$ cat config.mk
export PLATFORM = sky130hd
export DESIGN_NAME = rr_grant_arbiter_flat
export DESIGN_NICKNAME = d
export VERILOG_FILES = /design/src/rtl/rr_grant_arbiter_if.sv /design/src/rtl/rr_grant_arbiter.sv /design/src/flat_wrapper.sv
export SDC_FILE = /design/constraint.sdc
export NUM_CORES = 1
export LEC_CHECK = 0
export CORE_UTILIZATION = 50
export CTS_CLUSTER_DIAMETER = 30
export DETAILED_ROUTE_END_ITERATION = 16
export GPL_ROUTABILITY_DRIVEN = 0
export PLACE_DENSITY = 0.78
export SYNTH_ARGS = -nofsm -noshare
export SYNTH_HDL_FRONTEND = slang
export SYNTH_SLANG_ARGS = --single-unit
$ cat constraint.sdc
create_clock -name clk_i -period 7.3 [get_ports clk_i]
set_input_delay 0.73 -clock clk_i [delete_from_list [all_inputs] [get_ports clk_i]]
set_output_delay 0.73 -clock clk_i [all_outputs]
set_load 0.1 [all_outputs]
$ cat src/rtl/rr_grant_arbiter_if.sv
// Request/grant bundle between the requesting agents and rr_grant_arbiter.
// master: the requester side (drives req); slave: the arbiter side.
interface rr_grant_arbiter_if #(
   parameter int NREQ = 8
);
   logic [NREQ-1:0] req;
   logic [NREQ-1:0] gnt;
   logic [2:0]      gnt_id;
   logic            gnt_valid;
   logic            preempt;

   modport master (output req, input gnt, gnt_id, gnt_valid, preempt);
   modport slave  (input req, output gnt, gnt_id, gnt_valid, preempt);
endinterface

$ cat src/rtl/rr_grant_arbiter.sv
// Registered round-robin arbiter for up to eight requesters.
// Optional hold timeout compiled in with `define ARB_HOLD_TIMEOUT_EN; without
// it an owner keeps the grant until it drops req and preempt is tied low.
module rr_grant_arbiter #(
   parameter int NREQ     = 8,
   parameter int MAX_HOLD = 16
) (
   input  logic               clk_i,
   input  logic               rst_ni,
   rr_grant_arbiter_if.slave  bus
);

   localparam logic [0:0] ST_IDLE  = 1'b0;
   localparam logic [0:0] ST_GRANT = 1'b1;

   // Elaboration-time guard on the legal parameter ranges.
   if (NREQ < 2 || NREQ > 8 || MAX_HOLD < 2 || MAX_HOLD > 255) begin : g_bad_param
      $error("rr_grant_arbiter: NREQ must be 2..8 and MAX_HOLD 2..255");
   end

   logic [0:0]      state_q, state_d;
   logic [NREQ-1:0] gnt_q, gnt_d;
   logic [2:0]      gnt_id_q, gnt_id_d;
   logic [2:0]      ptr_q, ptr_d;
   logic            vld_q, vld_d;

   logic [NREQ-1:0] cand;
   logic            win_found;
   logic [2:0]      win_id;
   logic            own_req;
   logic            issue;

`ifdef ARB_HOLD_TIMEOUT_EN
   localparam logic [7:0] HOLD_LAST = 8'(MAX_HOLD - 1);
   logic [7:0] hold_q, hold_d;
   logic       preempt_q, preempt_d;
`endif

   // Rotating search: candidates at or above ptr first, then wrap to the low
   // indices. The current owner is masked out, so in IDLE (gnt_q = 0) this
   // is a plain search and in GRANT it only finds competitors.
   always_comb begin
      cand      = bus.req & ~gnt_q;
      win_found = 1'b0;
      win_id    = 3'd0;
      for (int j = 0; j < NREQ; j++) begin
         if (!win_found && cand[j] && (3'(j) >= ptr_q)) begin
            win_found = 1'b1;
            win_id    = 3'(j);
         end
      end
      for (int j = 0; j < NREQ; j++) begin
         if (!win_found && cand[j]) begin
            win_found = 1'b1;
            win_id    = 3'(j);
         end
      end
   end

   assign own_req = |(bus.req & gnt_q);

   // Next-state: decide whether to issue a new grant, keep, or go idle.
   always_comb begin
      state_d   = state_q;
      gnt_d     = gnt_q;
      gnt_id_d  = gnt_id_q;
      ptr_d     = ptr_q;
      issue     = 1'b0;
`ifdef ARB_HOLD_TIMEOUT_EN
      hold_d    = hold_q;
      preempt_d = 1'b0;
`endif
      case (state_q)
         ST_IDLE: begin
            if (win_found) issue = 1'b1;
         end
         default: begin
            if (!own_req) begin
               // Release wins over a coincident timeout, so no preempt here.
               if (win_found) begin
                  issue = 1'b1;
               end else begin
                  state_d = ST_IDLE;
                  gnt_d   = '0;
               end
            end
`ifdef ARB_HOLD_TIMEOUT_EN
            else if (hold_q == HOLD_LAST) begin
               // Saturated: rotate only if someone else is waiting.
               if (win_found) begin
                  issue     = 1'b1;
                  preempt_d = 1'b1;
               end
            end else begin
               hold_d = hold_q + 8'd1;
            end
`endif
         end
      endcase
      if (issue) begin
         state_d  = ST_GRANT;
         gnt_d    = {{(NREQ-1){1'b0}}, 1'b1} << win_id;
         gnt_id_d = win_id;
         ptr_d    = (win_id == 3'(NREQ - 1)) ? 3'd0 : win_id + 3'd1;
`ifdef ARB_HOLD_TIMEOUT_EN
         hold_d   = 8'd0;
`endif
      end
      vld_d = |gnt_d;
   end

   // Arbiter state and registered outputs; reset overrides any grant.
   always_ff @(posedge clk_i) begin
      if (!rst_ni) begin
         state_q  <= ST_IDLE;
         gnt_q    <= '0;
         gnt_id_q <= 3'd0;
         ptr_q    <= 3'd0;
         vld_q    <= 1'b0;
      end else begin
         state_q  <= state_d;
         gnt_q    <= gnt_d;
         gnt_id_q <= gnt_id_d;
         ptr_q    <= ptr_d;
         vld_q    <= vld_d;
      end
   end

`ifdef ARB_HOLD_TIMEOUT_EN
   // Hold counter and the one-cycle preemption pulse.
   always_ff @(posedge clk_i) begin
      if (!rst_ni) begin
         hold_q    <= 8'd0;
         preempt_q <= 1'b0;
      end else begin
         hold_q    <= hold_d;
         preempt_q <= preempt_d;
      end
   end
   assign bus.preempt = preempt_q;
`else
   assign bus.preempt = 1'b0;
`endif

   assign bus.gnt       = gnt_q;
   assign bus.gnt_id    = gnt_id_q;
   assign bus.gnt_valid = vld_q;

endmodule
$ cat src/flat_wrapper.sv
// flat-port wrapper written by rule: the top's interface ports become plain ports
module rr_grant_arbiter_flat 
#(
   parameter int NREQ     = 8,
   parameter int MAX_HOLD = 16
)
  (clk_i, rst_ni, bus_req, bus_gnt, bus_gnt_id, bus_gnt_valid, bus_preempt);
  rr_grant_arbiter_if #(.NREQ(NREQ)) bus_i ();
  input  logic clk_i;
  input  logic rst_ni;
  input wire logic [$bits(bus_i.req)-1:0] bus_req;
  output wire logic [$bits(bus_i.gnt)-1:0] bus_gnt;
  output wire logic [$bits(bus_i.gnt_id)-1:0] bus_gnt_id;
  output wire logic [$bits(bus_i.gnt_valid)-1:0] bus_gnt_valid;
  output wire logic [$bits(bus_i.preempt)-1:0] bus_preempt;
  assign bus_i.req = bus_req;
  assign bus_gnt = bus_i.gnt;
  assign bus_gnt_id = bus_i.gnt_id;
  assign bus_gnt_valid = bus_i.gnt_valid;
  assign bus_preempt = bus_i.preempt;
  rr_grant_arbiter #(.NREQ(NREQ), .MAX_HOLD(MAX_HOLD)) u_core (.clk_i(clk_i), .rst_ni(rst_ni), .bus(bus_i));
endmodule
# --- After elaboration in Yosys (flattened, before gate mapping) ---
# Index checks and enable logic that the tools add are counted.
word_totals:
  register_bits: 16
op_classes:
  bitwise: 3
  n_reduce_logical: 40
  addsub: 1
  n_eq_ne: 1
  n_mux: 42
  n_shift: 1
  n_lt_le_gt_ge: 8
ops:
  columns: ["operator", "n"]
  rows:
  - ["3-bit 2-to-1 mux", 13]
  - ["8-bit 2-to-1 mux", 4]
  - ["1-bit logical AND", 23]
  - ["1-bit 2-to-1 mux", 23]
  - ["8-bit AND", 2]
  - ["8-bit OR reduction", 2]
  - ["1-bit zero test", 15]
  - ["3-bit >= comparator (first input constant)", 4]
  - ["8-bit inverter", 1]
  - ["1-bit by 3-bit << shifter with 8-bit output (first input constant)", 1]
  - ["1-bit by 3-bit >= comparator with 1-bit output (first input constant)", 2]
  - ["2-bit by 3-bit >= comparator with 1-bit output (first input constant)", 2]
  - ["2-bit 2-to-1 mux", 2]
  - ["3-bit by 1-bit adder with 3-bit output (second input constant)", 1]
  - ["3-bit == test (second input constant)", 1]

# --- Logic depth before layout (Yosys ltp) ---
# Gate-level depths: netlist of run 1.
depth:
  word_depth: 61
  mapped_depth: 11
  ltp_nobuf: 10

# --- Worst setup path before layout of run 1 ---
# OpenSTA, ideal clock, no wires.
synth_path:
  path_type: "reg-to-reg"
  startpoint: "register u_core.gnt_q[3] (netlist: u_core.bus.gnt[3])"
  endpoint: "register u_core.vld_q (netlist: u_core.bus.gnt_valid)"
  path_stages_with_launch: 11
  path_slack_ns: 4.111
  period_less_slack_ns: 3.189
  required_ns: 7.170
  arrival_time_ns: 3.060
  cell_sequence: "dfxtp_1 -> nor2b_1 -> a21oi_1 -> o21ai_0 -> a221o_1 -> a211oi_2 -> inv_1 -> ha_1 -> o221a_2 -> o41ai_1 -> a21oi_1"
synth_rtl:
  columns: ["item", "line_no", "source"]
  rows:
  - ["start: declaration", "rr_grant_arbiter.sv:22", "logic [NREQ-1:0] gnt_q, gnt_d;"]
  - ["start signal: assignment", "rr_grant_arbiter.sv:122", "gnt_q <= gnt_d;"]
  - ["8-bit inverter *", "rr_grant_arbiter.sv:43", "cand = bus.req & ~gnt_q;"]
  - ["8-bit AND *", "rr_grant_arbiter.sv:43", null]
  - ["1-bit logical AND (2 in series)", "rr_grant_arbiter.sv:47", "if (!win_found && cand[j] && (3'(j) >= ptr_q)) begin"]
  - ["1-bit 2-to-1 mux", "rr_grant_arbiter.sv:47", null]
  - ["1-bit zero test", "rr_grant_arbiter.sv:47", null]
  - ["1-bit logical AND (2 in series)", "rr_grant_arbiter.sv:47", null]
  - ["1-bit 2-to-1 mux", "rr_grant_arbiter.sv:47", null]
  - ["1-bit zero test", "rr_grant_arbiter.sv:47", null]
  - ["[... 31 more ...]", null, null]
  - ["1-bit 2-to-1 mux", "rr_grant_arbiter.sv:53", "if (!win_found && cand[j]) begin"]
  - ["1-bit zero test", "rr_grant_arbiter.sv:53", null]
  - ["1-bit logical AND", "rr_grant_arbiter.sv:53", null]
  - ["3-bit 2-to-1 mux *", "rr_grant_arbiter.sv:53", null]
  - ["net u_core.win_id[0]", "rr_grant_arbiter.sv:29", "logic [2:0] win_id;"]
  - ["1-bit by 3-bit << shifter with 8-bit output *", "rr_grant_arbiter.sv:102", "gnt_d = {{(NREQ-1){1'b0}}, 1'b1} << win_id;"]
  - ["8-bit 2-to-1 mux *", "rr_grant_arbiter.sv:100", "if (issue) begin"]
  - ["8-bit OR reduction *", "rr_grant_arbiter.sv:109", "vld_d = |gnt_d;"]
  - ["end signal: assignment", "rr_grant_arbiter.sv:125", "vld_q <= vld_d;"]
  - ["end: declaration", "rr_grant_arbiter.sv:25", "logic vld_q, vld_d;"]
# The timed path passes the listed nets; every way through them passes the cells marked *.
# A chain may end at the register's enable or synchronous reset.

# --- Worst setup path after layout of run 1 ---
layout_path:
  startpoint: "input port bus_req[5]"
  endpoint: "register u_core.vld_q (netlist: u_core.bus.gnt_valid)"
layout_rtl:
  columns: ["item", "line_no", "source"]
  rows:
  - ["start: declaration", "flat_wrapper.sv:11", "input wire logic [$bits(bus_i.req)-1:0] bus_req;"]
  - ["8-bit AND *", "rr_grant_arbiter.sv:43", null]
  - ["1-bit logical AND (2 in series)", "rr_grant_arbiter.sv:47", null]
  - ["1-bit 2-to-1 mux", "rr_grant_arbiter.sv:47", null]
  - ["1-bit zero test", "rr_grant_arbiter.sv:47", null]
  - ["1-bit logical AND (2 in series)", "rr_grant_arbiter.sv:47", null]
  - ["1-bit 2-to-1 mux", "rr_grant_arbiter.sv:47", null]
  - ["1-bit zero test", "rr_grant_arbiter.sv:47", null]
  - ["1-bit logical AND (2 in series)", "rr_grant_arbiter.sv:47", null]
  - ["[... 21 more ...]", null, null]
  - ["1-bit 2-to-1 mux", "rr_grant_arbiter.sv:53", null]
  - ["1-bit zero test", "rr_grant_arbiter.sv:53", null]
  - ["1-bit logical AND", "rr_grant_arbiter.sv:53", null]
  - ["3-bit 2-to-1 mux *", "rr_grant_arbiter.sv:53", null]
  - ["net u_core.win_id[0]", "rr_grant_arbiter.sv:29", null]
  - ["1-bit by 3-bit << shifter with 8-bit output *", "rr_grant_arbiter.sv:102", null]
  - ["8-bit 2-to-1 mux *", "rr_grant_arbiter.sv:100", null]
  - ["8-bit OR reduction *", "rr_grant_arbiter.sv:109", null]
# Marks and branches as above.

==> out/qor.yml, run 1 <==
worst_setup_path:
  ff2ff_setup_slack_ns: 4.60
  cp.arrival_ns: 3.41
  required_ns: 7.46
  cp_cell_sequence: "clkdlybuf4s50_1 -> nor2b_2 -> a21oi_2 -> o22a_1 -> a221o_1 -> a211oi_2 -> inv_1 -> ha_1 -> o221a_2 -> o41ai_1 -> a21oi_1"
  critPathSlowestCell: "clkdlybuf4s50_1"
  r2r_start: "u_core.bus.gnt[5]"
  r2r_cells: 10
  slowest_delay_ns: 0.48
  timing_worst_setup_path_type: "primary input to flop"
  timing.rr.end: "u_core.bus.gnt_valid"
  path_max_fanout: 5
  crit_path_start: "bus_req[5]"
  endpoint_kind: "flop"
  worstSetupStartpointType: "primary input"
  critPathCapture: "u_core.bus.gnt_valid"
detailed_routing:
  drc: 0
  routed-via-count: 1095
  wl_met2_mm: 1.31
  post_drt_wl_per_cell_um: 15.2
  met1Wirelength_mm: 1.21
  dr.pass1.iters: 4
  drtIter0Drc: 38
  met3_length_um: 155
  routed_wl_mm: 2.69
  top_layer: "met4"
  detail-route-antenna-nets: 0
  viasPerCell: 6.19
timing:
  worst_pin_slew_ns: 0.975
  grt_setup_unrepaired: "no"
  relSlewSlack: 0.348
  hold_viol: 0
  timing.fmax_mhz: 308
  hold_slack_ns: 0.506
  fin_worst_skew_ns: 0.00484
  finalMaxSlewViolations: 0
  setup_viol: 0
  fin_crit_ns: 3.25
  fin_crit_sh: 0.445
  tns_ns: 0
worst_hold_path:
  hold_path_class: "flop to flop"
  holdCritStartpoint: "u_core.bus.gnt_id[2]"
placement:
  dp_hpwl_mm: 2.03
  dp_cells: 173
  post_dp_cell_area_um2: 1330
  port_buffers: 21
finish:
  drive_gt1_frac: 0.127
  syn_to_final_growth_pct: 22.7
  antenna_cells: 0
  nFillCells: 172
  stdcell_count: 177
  final_area_um2: 1370
  fin_nets: 166
job:
  maxCapViolCount: 0
clocking:
  cts_tree: "built"
  clk_pin_slew_ns: 0.08
  clkSinkCount: 16
  cts_setup_buffers: 0
  hold_buffers: 0
  root_buffer: "clkbuf_4"
  cts_buffers: 3
  clk_latency_ns: 0.28
  clock_path_buffers: 2
  cts_resized: 0
  htree_levels: 1
yosys:
  synth_area_leaders: "dfxtp_1, a32oi_1, ha_1, nor2_1, a22oi_1"
  yosysSeqAreaShare: 0.288
  ys_warn_count: 0
  yosysTopAreaCell: "dfxtp_1"
  syn_area_per_cell_um2: 8.62
  synth_flop_cell: "dfxtp_1"
  netlist_instances: 129
  synth_nets: 144
  ys_ff_latch: 16
  syn_area_um2: 1110
  synthTopCellsByCount: "dfxtp_1, nor2_1, a32oi_1, nand2_1, a21oi_1"
  yosys.area.top_type_share: 0.288
  synth-async-reset-ratio: 0
  synth-edff-count: 0
  synthDistinctLibCells: 48
  yosysMostFrequentCell: "dfxtp_1"
die:
  core-area_um2: 2020
  row_count: 16
  initial_utilization: 0.550
  fp.dieW_um: 49.2
  pin_count: 23
  die_area_um2: 2420
  fp.dieH_um: 49.2
power:
  power_density_nw_per_um2: 489
  switching_share: 0.558
  clkPwrFrac: 0.085
  power_leakage_nw: 0.542
  total_power_w: 0.000668
  ir_worst_vdd_mv: 0.354
  combPwrFrac: 0.688
  power.switching_w: 0.000373
  seqPwrFrac: 0.227
  internal_power_w: 0.000295
grt:
  grt_max_degree: 14
  gr-total-overflow: 0
  grt.total_usage: 0.243
  grt_pass1_vias: 1020
  antenna_found_initial: 0
  grt_pass1_wl_mm: 4.61
status:
  status: "finished, final reports clean"
==> stage by stage <==
step,setup WS (ns),utilization
2_1_floorplan,4.11,-
3_3_place_gp,3.83,0.657
3_5_place_dp,3.76,0.657
4_1_cts,4.07,0.675
5_1_grt,3.85,0.675
6_report,4.05,0.675
==> worst min-delay path by stage <==
stage                           endpoint  slack [ns]  depth (start not counted)
floorplan                u_core.ptr_q[1]        0.56                          2
global placement    u_core.bus.gnt_id[2]        0.48                          2
detailed placement  u_core.bus.gnt_id[2]        0.49                          2
CTS                 u_core.bus.gnt_id[2]        0.51                          2
global route        u_core.bus.gnt_id[2]        0.54                          2
finish              u_core.bus.gnt_id[2]        0.51                          2
==> registers in the layout, summed over array words and instances, names as in the netlist <==
signal / count
u_core.bus.gnt: 8
u_core.bus.gnt_id: 3
u_core.ptr_q: 3
u_core.bus.gnt_valid: 1
u_core.state_q: 1
==> final cells by class <==
class / count / area, um^2 / share of cell area
timing repair buffer: 21 / 210 / 0.154
multi-input combinational: 104 / 746 / 0.546
inverter: 5 / 18.8 / 0.0137
sequential: 16 / 320 / 0.235
clock buffer: 4 / 36.3 / 0.0266
tap: 27 / 33.8 / 0.0247
==> cell families (layout without fill, tap and decap cells) <==
logic type                 count (synthesis)  in the layout  synth area share
buffers and inverters                      9             30            0.0416
and+or+nand+nor                           50             50             0.277
other                                      1              1           0.00337
AOI/OAI and AO/OA                         46             46             0.316
adders and majority gates                  5              5            0.0562
DFF                                       16             16             0.288
muxes                                      2              2            0.0180
==> per-layer routing <==
layer,vias up,GRT usage
li1,530,-
met1,518,0.316
met2,45,0.411
met3,2,0.0187
met4,0,0.0980
met5,-,0
==> cell usage in the layout, fill, tap and decap left out, types with 2 or more instances in the layout <==
cell | synthesis | layout
nor2b_1 | 4 | 4
o21ai_2 | 2 | 2
inv_1 | 5 | 5
a22oi_1 | 5 | 5
a211oi_2 | 2 | 2
clkdlybuf4s50_1 | 0 | 21
mux2i_1 | 2 | 2
nand2_1 | 8 | 8
nor4_1 | 3 | 3
ha_1 | 5 | 5
clkbuf_4 | 0 | 3
a21oi_1 | 7 | 7
o21ai_0 | 5 | 5
nand2b_1 | 5 | 5
a32oi_1 | 8 | 8
dfxtp_1 | 16 | 16
and2_4 | 2 | 2
nor2_1 | 14 | 14
o21ai_1 | 3 | 3
and3_1 | 2 | 2
or3_1 | 2 | 2
==> critical path, delay by kind of cell <==
| family | cells | cell delay, ns |
|---|---|---|
| adders and majority gates | 1 | 0.25 |
| AOI/OAI and AO/OA | 7 | 1.59 |
| and+or+nand+nor | 1 | 0.24 |
| buffers and inverters | 2 | 0.59 |
==> power groups by stage <==
stage | clock network (W) | logic (W) | registers, W
3_5_place_dp | 0 | 0.000456 | 0.000152
4_1_cts | 0.0000590 | 0.000457 | 0.000151
2_1_floorplan | 0 | 0.000225 | 0.000291
3_3_place_gp | 0 | 0.000451 | 0.000152
6_report | 0.0000567 | 0.000460 | 0.000152
5_1_grt | 0.0000621 | 0.000494 | 0.000157
Note: power is estimated with default switching activity, not from simulation.
==> inputs of run 2 (changes only) <==
--- a/config.mk
+++ b/config.mk
@@ -5,11 +5,11 @@
 export SDC_FILE = /design/constraint.sdc
 export NUM_CORES = 1
 export LEC_CHECK = 0
-export CORE_UTILIZATION = 50
+export CORE_UTILIZATION = 45
 export CTS_CLUSTER_DIAMETER = 30
 export DETAILED_ROUTE_END_ITERATION = 16
 export GPL_ROUTABILITY_DRIVEN = 0
-export PLACE_DENSITY = 0.78
+export PLACE_DENSITY = 0.74
 export SYNTH_ARGS = -nofsm -noshare
 export SYNTH_HDL_FRONTEND = slang
 export SYNTH_SLANG_ARGS = --single-unit
==> constraint.sdc (replaced) <==
create_clock -name clk_i -period 2.6 [get_ports clk_i]
set_input_delay 0.26 -clock clk_i [delete_from_list [all_inputs] [get_ports clk_i]]
set_output_delay 0.26 -clock clk_i [all_outputs]
set_load 0.1 [all_outputs]
==> run 2 against run 1 <==
  * Die area rose by 11%
  * First-iteration DRC count fell by 16%
  * Via count rose by 7.8%
  * Highest routed layer unchanged
  * Non-clock buffer count rose by 23
  * Power increased to 3.2 times the previous value
  * Register-to-register slack worse by 4.5 ns
  * Critical path depth shrank 1
  * Combinational power rose to 3.3 times the previous value
  * Final cell count up 14%
==> out/qor.yml, run 2 (synthesis gave the netlist of run 1 again) <==
status:
  status: "finished, final reports clean"
timing:
  fin_worst_skew_ns: 0.00385
  timing.fmax_mhz: 393
  fin_crit_sh: 0.980
  fin_crit_ns: 2.55
  setup_viol: 0
  grt_setup_unrepaired: "yes"
  finalMaxSlewViolations: 0
  hold_slack_ns: 0.507
  hold_viol: 0
die:
  fp.dieW_um: 51.7
  die_area_um2: 2670
  pin_count: 23
  core-area_um2: 2280
  row_count: 17
  initial_utilization: 0.489
  fp.dieH_um: 51.7
worst_setup_path:
  required_ns: 2.77
  timing_worst_setup_path_type: "flop to flop"
  cp.arrival_ns: 2.72
  endpoint_kind: "flop"
  path_max_fanout: 5
  worstSetupStartpointType: "flop"
  r2r_cells: 10
detailed_routing:
  detail-route-antenna-nets: 0
  drc: 0
  viasPerCell: 5.87
  routed_wl_mm: 3.10
  post_drt_wl_per_cell_um: 15.4
  dr.pass1.iters: 4
  routed-via-count: 1180
  drtIter0Drc: 32
finish:
  final_area_um2: 1580
  syn_to_final_growth_pct: 42.4
  stdcell_count: 201
  largest_reg_flops: 8
  antenna_cells: 0
  layout_commonest_cell: "buf_4"
  fin_nets: 189
  drive_gt1_frac: 0.393
  layout_common_cells: "buf_4, nor2_1, nand2_1, a32oi_1"
grt:
  antenna_found_initial: 0
  grt_pass1_wl_mm: 4.82
  grt.total_usage: 0.251
  gr-total-overflow: 0
  grt_pass1_vias: 1075
  grt_max_degree: 14
worst_hold_path:
  hold_path_class: "flop to flop"
  whs_path_depth: 2
clocking:
  htree_levels: 1
  clock_path_buffers: 2
  clk_latency_ns: 0.29
  clk_pin_slew_ns: 0.09
  cts_tree: "built"
  cts_buffers: 3
  root_buffer: "clkbuf_4"
  hold_buffers: 0
  clkSinkCount: 16
power:
  power_leakage_nw: 0.723
  ir_worst_vdd_mv: 0.968
  power_density_nw_per_um2: 1350
placement:
  port_buffers: 21
  dp_hpwl_mm: 2.31
  post_dp_cell_area_um2: 1480
  dp_cells: 195
job:
  maxCapViolCount: 0
## run 2: cell types whose count changed in the layout (fill, tap and decap cells not counted), moves of 2 or more
| cell | delta |
|---|---|
| clkdlybuf4s50_1 | -15 |
| dfxtp_4 | +5 |
| dfxtp_2 | +4 |
| buf_4 | +35 |
| ha_1 | -2 |
| dlymetal6s2s_1 | +3 |
| dfxtp_1 | -9 |
| nor2b_4 | +2 |
## run 2: layer usage
metal  part of all wire  routed length (um)  global-route usage
met2               0.50                1540               0.413
met5                  0                   0                   0
met4              0.019                  58               0.140
met3              0.037                 114              0.0439
met1               0.45                1390               0.308
## run 2: repair_timing
item / in CTS / in global routing
setup buffers: 0 / 2
hold endpoints to repair: 0 / 0
endpoints found under the setup margin: 0 / 1
resized for setup: 0 / 13
## run 2: worst max-delay path, cell delays in order, from the launching register on
cell	delay, ns
dfxtp_4	0.38
nor2b_4	0.16
a21oi_2	0.08
o22a_1	0.21
a221o_1	0.36
a211oi_2	0.27
inv_2	0.09
ha_2	0.20
o221a_4	0.25
o41ai_2	0.31
a21oi_1	0.11
## run 2: cell type report
class / count / area, um^2
Inverter: 5 / 18.8
Multi-Input combinational cell: 104 / 790
Sequential cell: 16 / 344
Timing Repair Buffer: 44 / 360
Fill cell: 179 / 692
Clock buffer: 4 / 36.3
Tap cell: 28 / 35.0
## run 2: path summary, 6_finish.rpt
check                             from              endpoint  slack [ns]
hold / removal    u_core.bus.gnt_id[2]  u_core.bus.gnt_id[2]        0.51
setup / recovery     u_core.bus.gnt[4]  u_core.bus.gnt_valid        0.05
hold reg to reg   u_core.bus.gnt_id[2]  u_core.bus.gnt_id[2]        0.51
setup reg to reg     u_core.bus.gnt[4]  u_core.bus.gnt_valid        0.05
## run 2: power by group
| part | leakage, nW | total [W] | internal [W] | switching (W) |
|---|---|---|---|---|
| combinational | 0.565 | 0.00152 | 0.000582 | 0.000940 |
| sequential | 0.137 | 0.000453 | 0.000340 | 0.000113 |
| clock | 0.0210 | 0.000162 | 0.0000854 | 0.0000766 |
| total | 0.723 | 0.00214 | 0.00101 | 0.00113 |
## run 2: through the flow
stage	setup slack, ns	util	setup TNS [ns]	total power [W]
after detailed placement	-0.269	0.650	-0.534	0.00187
after CTS	0.0399	0.666	0	0.00204
final	0.0528	0.696	0	0.00214
after global placement	-0.198	0.650	-0.307	0.00185
after floorplan	0.00199	-	0	0.00146
after global routing	-0.0464	0.696	-0.0464	0.00227
